===== src/rtl/uart_tx_ctrl_pkg.sv =====
// Shared UART transmit definitions: controller state encoding and frame-bit
// select codes, used by the controller and the TX top level.
package uart_tx_ctrl_pkg;

  typedef enum logic [2:0] {
    S_IDLE   = 3'd0,
    S_START  = 3'd1,
    S_DATA   = 3'd2,
    S_PARITY = 3'd3,
    S_STOP   = 3'd4
  } tx_state_t;

  localparam logic [1:0] MUX_START  = 2'b00;
  localparam logic [1:0] MUX_IDLE   = 2'b01;
  localparam logic [1:0] MUX_DATA   = 2'b10;
  localparam logic [1:0] MUX_PARITY = 2'b11;

  // IDLE and STOP both present the mark level on the line.
  function automatic logic [1:0] mux_for_state(input tx_state_t state);
    case (state)
      S_START:  return MUX_START;
      S_DATA:   return MUX_DATA;
      S_PARITY: return MUX_PARITY;
      default:  return MUX_IDLE;
    endcase
  endfunction

endpackage


===== src/rtl/uart_tx_ctrl_parity_calc.sv =====
// Parity bit generator: XOR reduction of the data word, inverted for odd parity.
module parity_calc #(
  parameter int Data_width = 8
) (
  input  logic [Data_width-1:0] i_data,
  input  logic                  i_type,
  output logic                  o_par_bit
);

  assign o_par_bit = (^i_data) ^ i_type;

endmodule


===== src/rtl/uart_tx_ctrl.sv =====
// UART transmit controller: frame sequencing FSM, request capture and the
// registered serial line output.
module uart_tx_ctrl
  import uart_tx_ctrl_pkg::*;
#(
  parameter int Data_width = 8
) (
  input  logic                  CLK,
  input  logic                  RST,
  input  logic [Data_width-1:0] P_DATA,
  input  logic                  Data_Valid,
  input  logic                  PAR_EN,
  input  logic                  PAR_TYP,
  input  logic                  ser_data,
  input  logic                  ser_done,
  output logic                  ser_en,
  output logic [1:0]            mux_sel,
  output logic                  TX_OUT,
  output logic                  Busy
);

  tx_state_t             r_state;
  tx_state_t             w_state_next;
  logic [Data_width-1:0] r_data;
  logic                  r_par_en;
  logic                  r_par_typ;
  logic                  w_accept;
  logic                  w_par_bit;
  logic                  w_line_bit;

  // STOP accepts a new request so back-to-back frames have no idle gap.
  assign w_accept = Data_Valid && ((r_state == S_IDLE) || (r_state == S_STOP));

  parity_calc #(
    .Data_width(Data_width)
  ) u_parity_calc (
    .i_data   (r_data),
    .i_type   (r_par_typ),
    .o_par_bit(w_par_bit)
  );

  always_ff @(posedge CLK) begin
    if (RST) begin
      r_state   <= S_IDLE;
      TX_OUT    <= 1'b1;
      r_data    <= '0;
      r_par_en  <= 1'b0;
      r_par_typ <= 1'b0;
    end else begin
      r_state <= w_state_next;
      TX_OUT  <= w_line_bit;
      if (w_accept) begin
        r_data    <= P_DATA;
        r_par_en  <= PAR_EN;
        r_par_typ <= PAR_TYP;
      end
    end
  end

  always_comb begin
    w_state_next = r_state;
    ser_en       = 1'b0;
    mux_sel      = mux_for_state(r_state);
    case (r_state)
      S_IDLE: begin
        if (w_accept) w_state_next = S_START;
      end
      S_START: begin
        w_state_next = S_DATA;
      end
      S_DATA: begin
        ser_en = 1'b1;
        if (ser_done) w_state_next = r_par_en ? S_PARITY : S_STOP;
      end
      S_PARITY: begin
        w_state_next = S_STOP;
      end
      S_STOP: begin
        w_state_next = w_accept ? S_START : S_IDLE;
      end
      default: begin
        w_state_next = S_IDLE;
      end
    endcase
  end

  always_comb begin
    w_line_bit = 1'b1;
    case (mux_sel)
      MUX_START:  w_line_bit = 1'b0;
      MUX_IDLE:   w_line_bit = 1'b1;
      MUX_DATA:   w_line_bit = ser_data;
      MUX_PARITY: w_line_bit = w_par_bit;
      default:    w_line_bit = 1'b1;
    endcase
  end

  assign Busy = (r_state != S_IDLE);

endmodule


===== config.mk =====
export PLATFORM = sky130hd
export DESIGN_NAME = uart_tx_ctrl
export DESIGN_NICKNAME = d
export VERILOG_FILES = /design/src/rtl/uart_tx_ctrl_pkg.sv /design/src/rtl/uart_tx_ctrl_parity_calc.sv /design/src/rtl/uart_tx_ctrl.sv
export SDC_FILE = /design/constraint.sdc
export NUM_CORES = 1
export LEC_CHECK = 0
export BUFFER_PORTS_ARGS = -buffer_cell sky130_fd_sc_hd__buf_4
export CAP_MARGIN = 20
export CORE_MARGIN = 2
export CORE_UTILIZATION = 44
export DETAILED_ROUTE_END_ITERATION = 8
export GPL_TIMING_DRIVEN = 0
export PLACE_DENSITY = 0.75
export SYNTH_ARGS = -nofsm -noshare
export SYNTH_HDL_FRONTEND = slang
export SYNTH_HIERARCHICAL = 1
export SYNTH_SLANG_ARGS = --single-unit

===== constraint.sdc =====
create_clock -name CLK -period 1.15 [get_ports CLK]
set_input_delay 0.0575 -clock CLK [delete_from_list [all_inputs] [get_ports CLK]]
set_output_delay 0.0575 -clock CLK [all_outputs]
set_load 0.005 [all_outputs]

==> results.json <==
{
  "status": "complete, but fails checks",
  "violations": "negative setup slack",
  "p_sw_share_pct": 31.1,
  "rows": 14,
  "die_x_um": 43.5,
  "fp.dieH_um": 43.5,
  "fin_crit_ps": 1370,
  "cts_buffers": 3,
  "setup_slack_ps": -225,
  "crit_arrival_ps": 1540,
  "fmax_mhz": 727,
  "pwr-share-comb_pct": 48.5,
  "dr.max_layer_used": "met4",
  "avgRoutedWirePerCell_um": 12.7,
  "syn_area_um2": 687,
  "worst_pin_slew_ps": 407,
  "n_antenna_cell": 0,
  "path_max_fanout": 2,
  "ios": 20,
  "fin_tns_setup_ps": -1590,
  "drtIter0Drc": 8,
  "postRouteAntennaNets": 0,
  "place_area_um2": 850,
  "grt_max_degree": 11,
  "crit_family": "XOR/XNOR gates",
  "end_kind": "flop",
  "path_buf_inv": 0,
  "yosys_warnings": 6,
  "clockBufferDepth": 2,
  "synth_nets": 84,
  "drive_gt1_share_pct": 44.4,
  "routabilityCongestion": 0.840,
  "slew_headroom_pct": 72.9,
  "cp-start-kind": "flop",
  "grt_pass1_wl_um": 2310,
  "vdd_drop_max_mv": 0.940,
  "ys_ff_latch": 14,
  "slowest_stage": "xnor3_1",
  "min_to": "r_data[3]",
  "wl_met2_um": 731,
  "initial_core_util_pct": 46.1,
  "worst-setup-path-type": "flop to flop",
  "max-cap-violations": 0,
  "hold-path-cell-count": 3,
  "min_period_over_period_pct": 120,
  "ys_types": 25,
  "clock_power_share_pct": 15.8,
  "hold_class": "input pin to flop",
  "fillerInstances": 129,
  "dr.pass1.iters": 5,
  "nets": 116,
  "p_leak_nw": 0.440,
  "cts.htree.levels": 1,
  "worst_hold_startpoint": "P_DATA[3]",
  "crit_path_cell_trace": "xnor2_2 -> xnor3_1 -> xnor2_1 -> nand3_1 -> o211ai_1",
  "avgSynthCellArea_um2": 9.96,
  "synthCells": 69,
  "syn_to_final_growth_pct": 42.8,
  "seqPwrFrac_pct": 35.7,
  "hold_viol": 0,
  "routed_wl_um": 1460,
  "slowest_delay_ps": 430,
  "layout_common_cells": "buf_4 (23), nor2_1 (14), mux2i_1 (10), dfxtp_1 (9), buf_6 (6)",
  "multiInputGateArea_um2": 390,
  "root_buffer": "clkbuf_4",
  "setup_violations": 14,
  "stdcell_area_um2": 981,
  "crit_required_ps": 1320,
  "post_drt_via_cell_ratio": 5.05,
  "seq_area_um2": 287,
  "drc": 0,
  "yosysSeqAreaShare_pct": 40.8,
  "hold-worst-slack_ps": 10.3,
  "cts_tree": "built",
  "r2r_slack_ps": -220,
  "met3_length_um": 65,
  "p_sw_w": 0.000542,
  "vias": 581,
  "r2r-end": "TX_OUT",
  "internal_power_w": 0.00120,
  "clkSlewWorstSetupHoldPaths_ps": 80,
  "final_common_cell": "buf_4",
  "r2r_start": "r_par_typ",
  "insertion_delay_ps": 280,
  "grt_setup_unrepaired": "true",
  "grt_pass1_vias": 553,
  "core_um2": 1490,
  "grt_overflow": 0,
  "cts_sinks": 14,
  "wl_met1_um": 610,
  "p_per_area_nw_per_um2": 1770,
  "hpwl_um": 880,
  "skew_ps": 1.26,
  "antenna_found_initial": 0,
  "portBuffers": 19,
  "die_area_um2": 1890,
  "grt_use_total_pct": 17.2,
  "reg2reg_depth": 5,
  "slew_viol_final": 0
}
==> worst max-delay path by stage <==
stage | from | to | slack, ps | cells after the start
4_1_cts | r_data[7] | TX_OUT | -210 | 5
3_5_place_dp | r_data[4] | TX_OUT | -190 | 5
3_3_place_gp | r_data[4] | TX_OUT | -160 | 5
6_report | r_par_typ | TX_OUT | -220 | 5
5_1_grt | r_par_typ | TX_OUT | -270 | 5
2_1_floorplan | r_data[4] | TX_OUT | -90 | 5
==> power groups by stage <==
stage | Sequential [W] | Combinational [W] | Clock, W
CTS | 0.000609 | 0.000801 | 0.000279
finish | 0.000621 | 0.000843 | 0.000276
floorplan | 0.000617 | 0.000488 | 0
global placement | 0.000621 | 0.000656 | 0
global route | 0.000631 | 0.000906 | 0.000304
detailed placement | 0.000625 | 0.000669 | 0
==> sequential cells by signal (all words and copies together), names as in the netlist <==
name       count
r_data         8
TX_OUT         1
r_par_en       1
r_par_typ      1
r_state        3
==> cells in the mapped netlist <==
| library cell | instances | area share [%] |
|---|---|---|
| dfxtp_1 | 14 | 41 |
| nor2_1 | 14 | 7.7 |
| mux2i_1 | 10 | 15 |
| xnor2_1 | 4 | 5.1 |
| a21o_1 | 2 | 2.2 |
| a21oi_1 | 2 | 1.5 |
| buf_6 | 2 | 3.3 |
| inv_1 | 2 | 1.1 |
| nand2b_1 | 2 | 1.8 |
| nor3_2 | 2 | 2.9 |
| a21boi_0 | 1 | 1.1 |
| buf_2 | 1 | 0.73 |
| clkbuf_1 | 1 | 0.55 |
| nand2_1 | 1 | 0.55 |
| nand3_1 | 1 | 0.73 |
| nor2b_1 | 1 | 0.91 |
| nor3_1 | 1 | 0.73 |
| nor3b_4 | 1 | 2.7 |
| o211ai_1 | 1 | 1.1 |
| o21ai_0 | 1 | 0.73 |
| o32a_1 | 1 | 1.5 |
| or3_1 | 1 | 0.91 |
| xnor2_2 | 1 | 2.4 |
| xnor3_1 | 1 | 3.3 |
| xor2_1 | 1 | 1.3 |
==> per-layer routing <==
layer  GRT usage [%]  vias up
met5               0        -
met1            21.5      269
met2            26.0       14
met4            12.7        0
met3            3.75        5
li1                -      293
==> worst register-to-register path, cell delays in order (launching register included) <==
cell and delay, ps:
dfxtp_2 340, xnor2_2 160, xnor3_1 430, xnor2_1 140, nand3_1 110, o211ai_1 80
==> cells by family (layout without fill, tap and decap cells) <==
group,Yosys count,count (layout),synth area share [%]
AOI/OAI and AO/OA,8,8,8.01
and+or+nand+nor,24,24,18.9
buffers and inverters,6,36,5.65
xor gates and xnor gates,7,7,12.0
DFF,14,14,40.8
muxes,10,10,14.6
==> stage by stage <==
step           worst slack [ps]  instances  power, W  utilization, %
2_1_floorplan             -93.9         69   0.00111               -
3_3_place_gp               -159        104   0.00128            57.1
3_5_place_dp               -186        104   0.00129            57.1
4_1_cts                    -206        115   0.00169            63.8
5_1_grt                    -269        115   0.00184            65.9
6_report                   -225        115   0.00174            65.9
==> what timing repair did <==
| action | in CTS | in global routing |
|---|---|---|
| setup endpoints to repair | 13 | 17 |
| hold endpoints to repair | 2 | 0 |
| gates resized for setup | 5 | 10 |
| hold buffers | 1 | 0 |
| setup buffers | 6 | 0 |
| pin swaps | 2 | 6 |
| cloned | 1 | 0 |
==> area by class of cell <==
class	instances	area share [%]
multi-input cells	49	39.8
flip-flops and latches	14	29.2
repair buffers	27	22.4
plain buffers	4	3.44
clock buffers	3	2.30
well taps	16	2.04
inverters	2	0.765
No activity file was read; power rests on OpenSTA's default activity.
